--- src/rtl/posit_field_decode_if.sv ---
// ============================================================================
// Module   : posit_field_decode_if
// Brief    : Valid/ready bundle between the seed extractor, field decoder and
//            the arithmetic datapath.
// Revision : 1.0
// ============================================================================
`default_nettype none

interface posit_field_decode_if #(
    parameter int BITS   = 32,
    parameter int ES     = 2,
    parameter int FRAC_W = BITS - ES - 3
);
    logic                   in_valid;
    logic                   in_ready;
    logic [BITS-1:0]        in_posit;
    logic signed [BITS-1:0] in_seed;
    logic [BITS-1:0]        in_shifted;

    logic                   out_valid;
    logic                   out_ready;
    logic                   out_sign;
    logic signed [BITS-1:0] out_scale;
    logic [FRAC_W:0]        out_frac;
    logic                   out_zero;
    logic                   out_nar;

    // Producer/consumer side (bench or surrounding pipeline).
    modport master (
        output in_valid, in_posit, in_seed, in_shifted, out_ready,
        input  in_ready, out_valid, out_sign, out_scale, out_frac, out_zero, out_nar
    );

    // Decoder side.
    modport slave (
        input  in_valid, in_posit, in_seed, in_shifted, out_ready,
        output in_ready, out_valid, out_sign, out_scale, out_frac, out_zero, out_nar
    );
endinterface

`default_nettype wire

--- src/rtl/posit_field_decode.sv ---
// ============================================================================
// Module   : posit_field_decode
// Brief    : Two-stage pipeline turning regime seed + stripped remainder into
//            sign / scale / hidden-bit fraction with zero and NaR flags.
// Revision : 1.0
// ============================================================================
`default_nettype none

module posit_field_decode #(
    parameter int BITS   = 32,
    parameter int ES     = 2,
    parameter int FRAC_W = BITS - ES - 3
) (
    input  wire                 clk,
    input  wire                 rst,
    posit_field_decode_if.slave bus
);
    localparam int c_BODY_W = ES + FRAC_W;

    // Stage 1 keeps only the remainder bits that carry exponent + fraction.
    logic                   r_s1_valid;
    logic                   r_s1_sign;
    logic                   r_s1_zero;
    logic                   r_s1_nar;
    logic signed [BITS-1:0] r_s1_seed;
    logic [c_BODY_W-1:0]    r_s1_body;

    logic                   r_s2_valid;
    logic                   r_s2_sign;
    logic signed [BITS-1:0] r_s2_scale;
    logic [FRAC_W:0]        r_s2_frac;
    logic                   r_s2_zero;
    logic                   r_s2_nar;

    logic                   w_s2_adv;
    logic                   w_s1_adv;
    logic                   w_special;
    logic signed [BITS-1:0] w_exp;
    logic signed [BITS-1:0] w_scale;
    logic [FRAC_W:0]        w_frac;

    assign w_s2_adv = !r_s2_valid || bus.out_ready;
    assign w_s1_adv = !r_s1_valid || w_s2_adv;

    generate
        if (ES > 0) begin : g_exp
            assign w_exp = {{(BITS-ES){1'b0}}, r_s1_body[c_BODY_W-1 -: ES]};
        end else begin : g_no_exp
            assign w_exp = '0;
        end
    endgenerate

    assign w_special = r_s1_zero || r_s1_nar;
    assign w_scale   = w_special ? '0 : (r_s1_seed <<< ES) + w_exp;
    assign w_frac    = w_special ? '0 : {1'b1, r_s1_body[FRAC_W-1:0]};

    always_ff @(posedge clk) begin
        if (rst) begin
            r_s1_valid <= 1'b0;
            r_s1_sign  <= 1'b0;
            r_s1_zero  <= 1'b0;
            r_s1_nar   <= 1'b0;
            r_s1_seed  <= '0;
            r_s1_body  <= '0;
            r_s2_valid <= 1'b0;
            r_s2_sign  <= 1'b0;
            r_s2_scale <= '0;
            r_s2_frac  <= '0;
            r_s2_zero  <= 1'b0;
            r_s2_nar   <= 1'b0;
        end else begin
            if (w_s1_adv) begin
                r_s1_valid <= bus.in_valid;
                if (bus.in_valid) begin
                    r_s1_sign <= bus.in_posit[BITS-1];
                    r_s1_zero <= (bus.in_posit == '0);
                    r_s1_nar  <= (bus.in_posit == {1'b1, {(BITS-1){1'b0}}});
                    r_s1_seed <= bus.in_seed;
                    r_s1_body <= bus.in_shifted[BITS-1 -: c_BODY_W];
                end
            end
            // Stage 2 registers only move on a real S1->S2 transfer so outputs hold under stall.
            if (w_s2_adv) begin
                r_s2_valid <= r_s1_valid;
                if (r_s1_valid) begin
                    r_s2_sign  <= r_s1_sign;
                    r_s2_scale <= w_scale;
                    r_s2_frac  <= w_frac;
                    r_s2_zero  <= r_s1_zero;
                    r_s2_nar   <= r_s1_nar;
                end
            end
        end
    end

    assign bus.in_ready  = w_s1_adv;
    assign bus.out_valid = r_s2_valid;
    assign bus.out_sign  = r_s2_sign;
    assign bus.out_scale = r_s2_scale;
    assign bus.out_frac  = r_s2_frac;
    assign bus.out_zero  = r_s2_zero;
    assign bus.out_nar   = r_s2_nar;

endmodule

`default_nettype wire

--- src/flat_wrapper.sv ---
// flat-port wrapper written by rule: the top's interface ports become plain ports
module posit_field_decode_flat 
#(
    parameter int BITS   = 32,
    parameter int ES     = 2,
    parameter int FRAC_W = BITS - ES - 3
)
  (clk, rst, bus_in_valid, bus_in_posit, bus_in_seed, bus_in_shifted, bus_out_ready, bus_in_ready, bus_out_valid, bus_out_sign, bus_out_scale, bus_out_frac, bus_out_zero, bus_out_nar);
  posit_field_decode_if #(.BITS(BITS), .ES(ES), .FRAC_W(FRAC_W)) bus_i ();
  input  wire clk;
  input  wire rst;
  input wire logic [$bits(bus_i.in_valid)-1:0] bus_in_valid;
  input wire logic [$bits(bus_i.in_posit)-1:0] bus_in_posit;
  input wire logic [$bits(bus_i.in_seed)-1:0] bus_in_seed;
  input wire logic [$bits(bus_i.in_shifted)-1:0] bus_in_shifted;
  input wire logic [$bits(bus_i.out_ready)-1:0] bus_out_ready;
  output wire logic [$bits(bus_i.in_ready)-1:0] bus_in_ready;
  output wire logic [$bits(bus_i.out_valid)-1:0] bus_out_valid;
  output wire logic [$bits(bus_i.out_sign)-1:0] bus_out_sign;
  output wire logic [$bits(bus_i.out_scale)-1:0] bus_out_scale;
  output wire logic [$bits(bus_i.out_frac)-1:0] bus_out_frac;
  output wire logic [$bits(bus_i.out_zero)-1:0] bus_out_zero;
  output wire logic [$bits(bus_i.out_nar)-1:0] bus_out_nar;
  assign bus_i.in_valid = bus_in_valid;
  assign bus_i.in_posit = bus_in_posit;
  assign bus_i.in_seed = bus_in_seed;
  assign bus_i.in_shifted = bus_in_shifted;
  assign bus_i.out_ready = bus_out_ready;
  assign bus_in_ready = bus_i.in_ready;
  assign bus_out_valid = bus_i.out_valid;
  assign bus_out_sign = bus_i.out_sign;
  assign bus_out_scale = bus_i.out_scale;
  assign bus_out_frac = bus_i.out_frac;
  assign bus_out_zero = bus_i.out_zero;
  assign bus_out_nar = bus_i.out_nar;
  posit_field_decode #(.BITS(BITS), .ES(ES), .FRAC_W(FRAC_W)) u_core (.clk(clk), .rst(rst), .bus(bus_i));
endmodule
--- config.mk ---
export PLATFORM = sky130hd
export DESIGN_NAME = posit_field_decode_flat
export DESIGN_NICKNAME = d
export VERILOG_FILES = /design/src/rtl/posit_field_decode_if.sv /design/src/rtl/posit_field_decode.sv /design/src/flat_wrapper.sv
export SDC_FILE = /design/constraint.sdc
export NUM_CORES = 1
export LEC_CHECK = 0
export CORE_ASPECT_RATIO = 1.4
export CORE_MARGIN = 2
export CORE_UTILIZATION = 30
export DETAILED_ROUTE_END_ITERATION = 10
export SLEW_MARGIN = 0
export SYNTH_ARGS = -nofsm -noshare
export SYNTH_HDL_FRONTEND = slang
export SYNTH_SLANG_ARGS = --single-unit
--- constraint.sdc ---
create_clock -name clk -period 1.7 [get_ports clk]
set_clock_uncertainty 0.2 [all_clocks]
set_input_delay 0.34 -clock clk [delete_from_list [all_inputs] [get_ports clk]]
set_output_delay 0.34 -clock clk [all_outputs]
set_load 0.1 [all_outputs]
==> metrics.md, run 1 <==
| Metric | Value |
|---|---|
| Via Count | `a little over 5k` |
| Number of global-route vias before repair | `5228` |
| Worst reg2reg setup slack | `around 0.070 ns` |
| Worst r2r src | `u_core.r_s1_valid` |
| Growth of design area from synthesis to finish | `65.7%` |
| Max VDD drop | `roughly 0.57 mV` |
| DR pass1 iterations | `5` |
| Clock Path Buffers | `2` |
| CTS Buf Count | `17` |
| Max-cap viol count | `0` |
| H-tree levels | `4` |
| Hold Crit Depth | `4` |
| TritonCTS clock tree | `yes` |
| Global-route wire length before repair | `26300 µm` |
| Leakage | `~2.9 nW` |
| FF-to-FF End | `u_core.bus.out_frac[26]` |
| Core area | `approximately 16000 µm²` |
| Antenna cells | `0` |
| Final WL | `between 15000 and 20000 µm` |
| Top FF cell, synth | `dfxtp_1` |
| DR iter-0 viols | `292` |
| Sequential area share after synthesis | `51.6%` |
| Final ANT Viol Nets | `0` |
| Mapped Nets | `slightly below 700` |
| Drt via density | `5.46` |
| Tightest Hold Check Type | `primary input to flop` |
| Initial Util | `a little under a third` |
| Yosys reg bits | `127` |
| WL met2 | `between 8000 and 9000 µm` |
| Fillers | `approximately 1.5k` |
| Power density over the cells | `approximately 1000 nW/µm²` |
| Post-Synth XOR/XNOR Area | `0%` |
| Outcome | `finished, violations left` |
| CTS root buffer | `clkbuf_16` |
| Final setup margin | `-0.0553 ns` |
| Mux contribution to synthesized area | `0%` |
| Endpoint type of the worst setup path | `output port` |
| Worst EP arrival | `~1.2 ns` |
| R2R cell count | `6` |
| Fin area | `roughly 8200 µm²` |
| Worst-path fanout max | `2` |
| Pins Over Slew Limit | `0` |
| WL/cell | `17.4 µm` |
| Initial antenna violation count | `0` |
| Top Layer Used | `met4` |
| Setup violators final | `1` |
| Period utilisation layout | `103%` |
| GRT overflow | `0` |
| Buffers added on ports | `about 160` |
| Worst rel slew slack | `roughly 60%` |
| F_max | `about 570 MHz` |
| Die height | `between 150 and 200 µm` |
| DIE AREA | `17500 µm²` |
| Largest net degree at the start of global routing | `67` |
| RSZ-0062 raised after global routing | `true` |
| M1 WL | `~6300 µm` |
| Sum Neg Setup Slack | `-0.0553 ns` |
| Post-Synth Adder-Cell Area | `0%` |
| Largest family of logic cells by synthesized area | `compound AO/OA/AOI/OAI gates` |
| Hold_sp | `bus_in_valid` |
| Setup WS pre-CTS | `-0.349 ns` |
| FP Rows | `55` |
| Crit path kind | `flop to output port` |
| Synth Instances | `about 600` |
| Sink Count | `127` |
| Flip-flop and latch area | `2550 µm²` |
| Post-DP Area | `between 7000 and 8000 µm²` |
| Pwr Total | `between 8 and 9 mW` |
| Post-synth EDFFs | `0` |
| Failing checks | `negative setup slack` |
| Critical Path RT | `approximately 1.2 ns` |
| Multi-input gate area | `roughly 2100 µm²` |
| Hold Path End | `u_core.r_s1_zero` |
| Nets | `828` |
| Asr flop ratio synth | `0%` |
| WL met3 | `between 900 and 1000 µm` |
| Final Hold Vio Count | `0` |
| Layout cell share with drive strength beyond 1 | `18.4%` |
| Slew @ Worst Pin | `roughly 0.58 ns` |
| I/O Pins | `around 170` |
| CP Launch Type | `flop` |
| Compound-Gate Fraction of Synth Area | `roughly a quarter` |
| Most frequent cells in the layout | `a21oi_1 (125), dfxtp_1 (125), o21ai_0 (101)` |
| Post-synthesis cell type count | `23` |
| GRT Resource Usage Total | `18.8%` |
| Final Core Density | `between 50% and 60%` |
| Tmin final | `approximately 1.8 ns` |
| Routability Congestion | `between 0.7 and 0.8` |
| DRC violations left | `0` |
| DP Wirelength | `~11000 µm` |
| Post-Syn Area | `around 5000 µm²` |
| Warnings from Yosys | `0` |
| Die width | `roughly 110 µm` |
| Reg clk slew, reported paths | `0.05 ns` |
| Avg Cell Area, Syn | `slightly above 8 µm²` |
| Later-pin clock latency in the skew report | `a little over 0.4 ns` |
| Post-synthesis simple-gate area fraction | `16.5%` |
==> final cells by class <==
class | instances | area share [%]
timing repair buffer | 187 | 31.6
tap | 199 | 3.05
multi-input combinational | 392 | 25.7
inverter | 3 | 0.199
clock inverter | 8 | 2.14
sequential | 127 | 31.2
clock buffer | 24 | 6.14
==> state kept, by name, indices dropped and copies added (netlist names) <==
signal	cells
u_core.r_s1_sign	1
u_core.bus.out_valid	1
u_core.bus.out_nar	1
u_core.r_s1_body	29
u_core.r_s1_zero	1
u_core.bus.out_sign	1
u_core.r_s1_nar	1
u_core.bus.out_zero	1
u_core.bus.out_scale	32
u_core.bus.out_frac	28
u_core.r_s1_valid	1
u_core.r_s1_seed	30
==> worst max-delay path, stage by stage (launching register included) <==
cell	delay, ns
dfxtp_2	0.33
and3b_2	0.23
clkinv_4	0.08
buf_12	0.17
==> stage by stage <==
step / cells / hold WS, ns
after floorplan: 595 / 0.255
after detailed placement: 903 / 0.268
final: 940 / 0.159
after global routing: 940 / 0.161
after global placement: 903 / 0.260
after CTS: 939 / 0.148
==> power breakdown <==
part	switching [mW]	internal, mW
Combinational	0.597	0.465
Sequential	0.0771	3.10
Clock	1.30	2.80
==> worst max-delay path by stage <==
stage | start | end | slack, ns | cells past startpoint
after floorplan | u_core.bus.out_valid | bus_in_ready | 0.04 | 4
after global placement | bus_out_ready | bus_in_ready | -0.31 | 4
after detailed placement | bus_in_posit[1] | u_core.r_s1_zero | -0.35 | 4
after CTS | u_core.bus.out_valid | bus_in_ready | -0.09 | 3
after global routing | u_core.bus.out_valid | bus_in_ready | -0.10 | 3
final | u_core.r_s1_valid | bus_in_ready | -0.06 | 3
==> what timing repair did <==
item,4_1_cts,5_1_grt
endpoints found under the hold margin,3,0
endpoints found under the setup margin,1,45
hold buffers,1,0
pin swaps,1,1
gates cloned,0,0
resized for setup,3,25
buffers inserted,3,1
==> cell usage after synthesis (2+ instances only) <==
cell type,instances,area [µm²]
dfxtp_1,127,2540
a21oi_1,125,626
o21ai_0,122,611
nand3_1,64,320
nand4_1,61,382
clkbuf_1,57,214
buf_2,8,40.0
nor4_1,7,43.8
buf_1,5,18.8
inv_2,3,11.3
nand2b_1,3,18.8
nor2_1,2,7.51
==> cell families (layout without fill, tap and decap cells) <==
kind of cell    after synthesis  count (layout)
buf+inv                      76             222
simple gates                142             142
compound gates              250             250
flops                       127             127
==> metal layers <==
metal | global-route usage [%] | vias to the layer above
li1 | - | 2469
met4 | 7.72 | 0
met3 | 4.23 | 23
met5 | 0 | -
met2 | 33.6 | 199
met1 | 21.7 | 2445
Power figures use the tool's default switching activity.
==> inputs of run 2 (changes only) <==
--- a/config.mk
+++ b/config.mk
@@ -9,6 +9,7 @@
 export CORE_MARGIN = 2
 export CORE_UTILIZATION = 30
 export DETAILED_ROUTE_END_ITERATION = 10
+export GPL_TIMING_DRIVEN = 0
 export SLEW_MARGIN = 0
 export SYNTH_ARGS = -nofsm -noshare
 export SYNTH_HDL_FRONTEND = slang
==> constraint.sdc (replaced) <==
create_clock -name clk -period 1.7 [get_ports clk]
set_clock_uncertainty 0.2 [all_clocks]
set_input_delay 0.34 -clock clk [delete_from_list [all_inputs] [get_ports clk]]
set_output_delay 0.34 -clock clk [all_outputs]
set_load 0.02 [all_outputs]
==> run 2 against run 1 <==
  * The flow still finishes with violations (negative setup slack)
  * Sequential share of layout area rose by 3.4 points
  * Sequential cell count unchanged
  * Count of clock-buffer cells in the layout down 5
  * Power shrank 14%
  * Critical path type unchanged
==> metrics.md, run 2 (synthesis results as in run 1) <==
| Metric | Value |
|---|---|
| Outcome | `finished, violations left` |
| Failing checks | `negative setup slack` |
| CP Launch Type | `flop` |
| DR iter-0 viols | `236 (-19%)` |
| Crit. path cell count | `4 (+1)` |
| Critical Path RT | `1.16 ns (about the same)` |
| Core area | `16100 µm² (unchanged)` |
| CP max stage cell | `dfxtp_2` |
| Tmin final | `1.76 ns (+0.00919 ns)` |
| Antenna cells | `0 (unchanged)` |
| Final Core Density | `45.7% (-5.0 points)` |
| DR pass1 iterations | `5 (unchanged)` |
| WL/cell | `17.2 µm (-1.2%)` |
| Worst r2r src | `u_core.bus.out_valid` |
| Setup violators final | `2 (+1)` |
| Final setup margin | `-0.0645 ns (-0.00919 ns)` |
| Inst Count DP | `952 (+5.4%)` |
| M1 GR Usage | `22.9% (+1.2 points)` |
| Via Count | `5291 (+3.0%)` |
| F_max | `567 MHz (-0.52%)` |
| Worst rel slew slack | `67.8% (+6.3 points)` |
| Met3 global-route usage | `4.43% (+0.19 points)` |
| Busiest grt layer | `met2` |
| Max-cap viol count | `0 (unchanged)` |
| Sum Neg Setup Slack | `-0.0668 ns (-0.0115 ns)` |
| Worst-path fanout max | `6 (+4)` |
| Number of hold buffers added after CTS | `0 (-1)` |
| Global-route wire length before repair | `26900 µm (+2.1%)` |
| Reg clk slew, reported paths | `0.06 ns (about the same)` |
| Period utilisation layout | `104% (+0.54 points)` |
| Clock Path Buffers | `2 (unchanged)` |
| CTS Buf Count | `17 (unchanged)` |
| CTS root buffer | `clkbuf_16` |
| DIE AREA | `17500 µm² (unchanged)` |
| Initial Util | `30.6% (unchanged)` |
| Later-pin clock latency in the skew report | `0.42 ns (about the same)` |
| Worst EP arrival | `1.22 ns (about the same)` |
| DRC violations left | `0 (unchanged)` |
| Final WL | `17000 µm (+4.2%)` |
| Worst reg2reg setup slack | `0 ns (-0.07 ns)` |
| Slew @ Worst Pin | `0.484 ns (-0.0940 ns)` |
| Growth of design area from synthesis to finish | `49.3%` |
| DP Wirelength | `12400 µm (+17%)` |
| Final Hold Vio Count | `0 (unchanged)` |
| Sink Count | `127 (unchanged)` |
| Slowest cell delay on critical path | `0.33 ns (about the same)` |
| Tightest Hold Check Type | `primary input to flop` |
| Power density over the cells | `979 nW/µm² (-4.0%)` |
| Nets | `880 (+6.3%)` |
| CP bufs+invs | `3 (+1)` |
| Cell Chain, Critical Path | `and3b_1 -> buf_6 -> clkinv_8 -> buf_6` |
| Most frequent cells in the layout | `a21oi_1 (125), dfxtp_1 (125), o21ai_0 (121)` |
| Pins Over Slew Limit | `0 (unchanged)` |
| Critical Path Sink | `bus_in_ready` |
| Die width | `112 µm (unchanged)` |
| Final ANT Viol Nets | `0 (unchanged)` |
| R2R cell count | `5 (-1)` |
| Fin cells | `992 (+5.5%)` |
| Worst setup path startpoint | `u_core.bus.out_valid` |
| Largest register FFs | `32 (unchanged)` |
| GRT overflow | `0 (unchanged)` |
| RSZ-0062 raised after global routing | `true` |
| Routability Congestion | `0.835 (+10%)` |
| TritonCTS clock tree | `yes` |
| Endpoint type of the worst setup path | `output port` |
| Die height | `156 µm (unchanged)` |
| Max VDD drop | `0.595 mV (+5.1%)` |
| GRT Resource Usage Total | `19.5% (+0.63 points)` |
| Met2 usage | `33.6% (-0.057 points)` |
| FP Rows | `55 (unchanged)` |
| H-tree levels | `4 (unchanged)` |
| Drt via density | `5.33 (-2.4%)` |
| FF-to-FF End | `u_core.r_s1_zero` |
| Largest net degree at the start of global routing | `17 (-75%)` |
| Setup WS pre-CTS | `-1.08 ns (-0.730 ns)` |
| Initial antenna violation count | `0 (unchanged)` |
| Layout cell share with drive strength beyond 1 | `12.5% (-5.9 points)` |
| Flip-flop and latch area | `2540 µm² (about the same)` |
| CP most frequent cell | `buf_6` |
| Leakage | `2.86 nW (-0.74%)` |
| Crit path kind | `flop to output port` |
| Number of global-route vias before repair | `5199 (-0.55%)` |
| Fin area | `7360 µm² (-9.9%)` |
| Largest delay contributor family on the critical path | `flip-flops` |
| Multi-input gate area | `2090 µm² (-0.30%)` |
| Post-DP Area | `6760 µm² (-9.0%)` |
| Fillers | `1625 (+8.8%)` |
| Buffers added on ports | `158 (-0.63%)` |
| I/O Pins | `165 (unchanged)` |
[run 2: changes by cell type in the layout (fill, tap and decap cells not counted), sizes merged]
cell and delta:
clkinvlp +3, clkbuf +55, dlygate4sd2 +63, clkinv +5, bufinv -5, dlygate4sd3 -1, clkdlybuf4s50 +1, inv +2
buf -71
[run 2: routing by layer]
| layer | vias to the layer above | part of all wire, % | wire [µm] |
|---|---|---|---|
| li1 | 2572 | - | - |
| met5 | - | 0 | 0 |
| met1 | 2516 | 42 | 7170 |
| met4 | 0 | 3.1 | 520 |
| met2 | 170 | 51 | 8620 |
| met3 | 33 | 4.3 | 730 |
[run 2: worst min path at each step]
stage	slack, ns	startpoint	endpoint	cells after the start
after floorplan	0.25	u_core.r_s1_sign	u_core.r_s1_sign	2
after global placement	0.26	u_core.bus.out_scale[5]	u_core.bus.out_scale[5]	2
after detailed placement	0.27	u_core.bus.out_scale[7]	u_core.bus.out_scale[7]	2
after CTS	0.15	bus_in_valid	u_core.r_s1_nar	3
after global routing	0.16	bus_in_valid	u_core.r_s1_nar	3
final	0.15	bus_in_valid	u_core.r_s1_nar	3
[run 2: power breakdown]
group	switching [mW]	total, mW	internal [mW]
clock network	1.38	3.32	1.94
registers	0.0573	3.15	3.10
logic	0.385	0.736	0.352
total	1.82	7.21	5.38
[run 2: layout make-up]
type | instances | share of cell area, %
well taps | 199 | 3.38
clock inverters | 13 | 1.22
inverters | 3 | 0.323
repair buffers | 167 | 21.3
clock buffers | 19 | 6.15
multi-input cells | 392 | 28.4
flip-flops and latches | 127 | 34.6
plain buffers | 72 | 4.64
[run 2: repair_timing]
item                                    in CTS  in global routing
pin swaps                                    0                  1
endpoints found under the setup margin     171                 66
resized for setup                           97                 46
setup buffers                                2                  7
[run 2: worst reg2reg max path, stage by stage (launching register included)]
cell and delay [ns]:
dfxtp_2 0.32, and3b_1 0.18, buf_6 0.13, buf_4 0.17, or4_4 0.42, o32ai_2 0.20
[run 2: stage by stage]
stage	hold WS, ns	power (mW)
after floorplan	0.255	3.54
after global placement	0.262	3.95
after detailed placement	0.267	3.96
after CTS	0.150	7.25
after global routing	0.164	7.46
final	0.154	7.21
==> inputs of run 3 (changes only) <==
--- a/config.mk
+++ b/config.mk
@@ -9,6 +9,7 @@
 export CORE_MARGIN = 2
 export CORE_UTILIZATION = 30
 export DETAILED_ROUTE_END_ITERATION = 10
+export GPL_ROUTABILITY_DRIVEN = 0
 export GPL_TIMING_DRIVEN = 0
 export SLEW_MARGIN = 0
 export SYNTH_ARGS = -nofsm -noshare
==> results of run 3 <==
Final layout, timing and power as in run 2 (identical DEF).
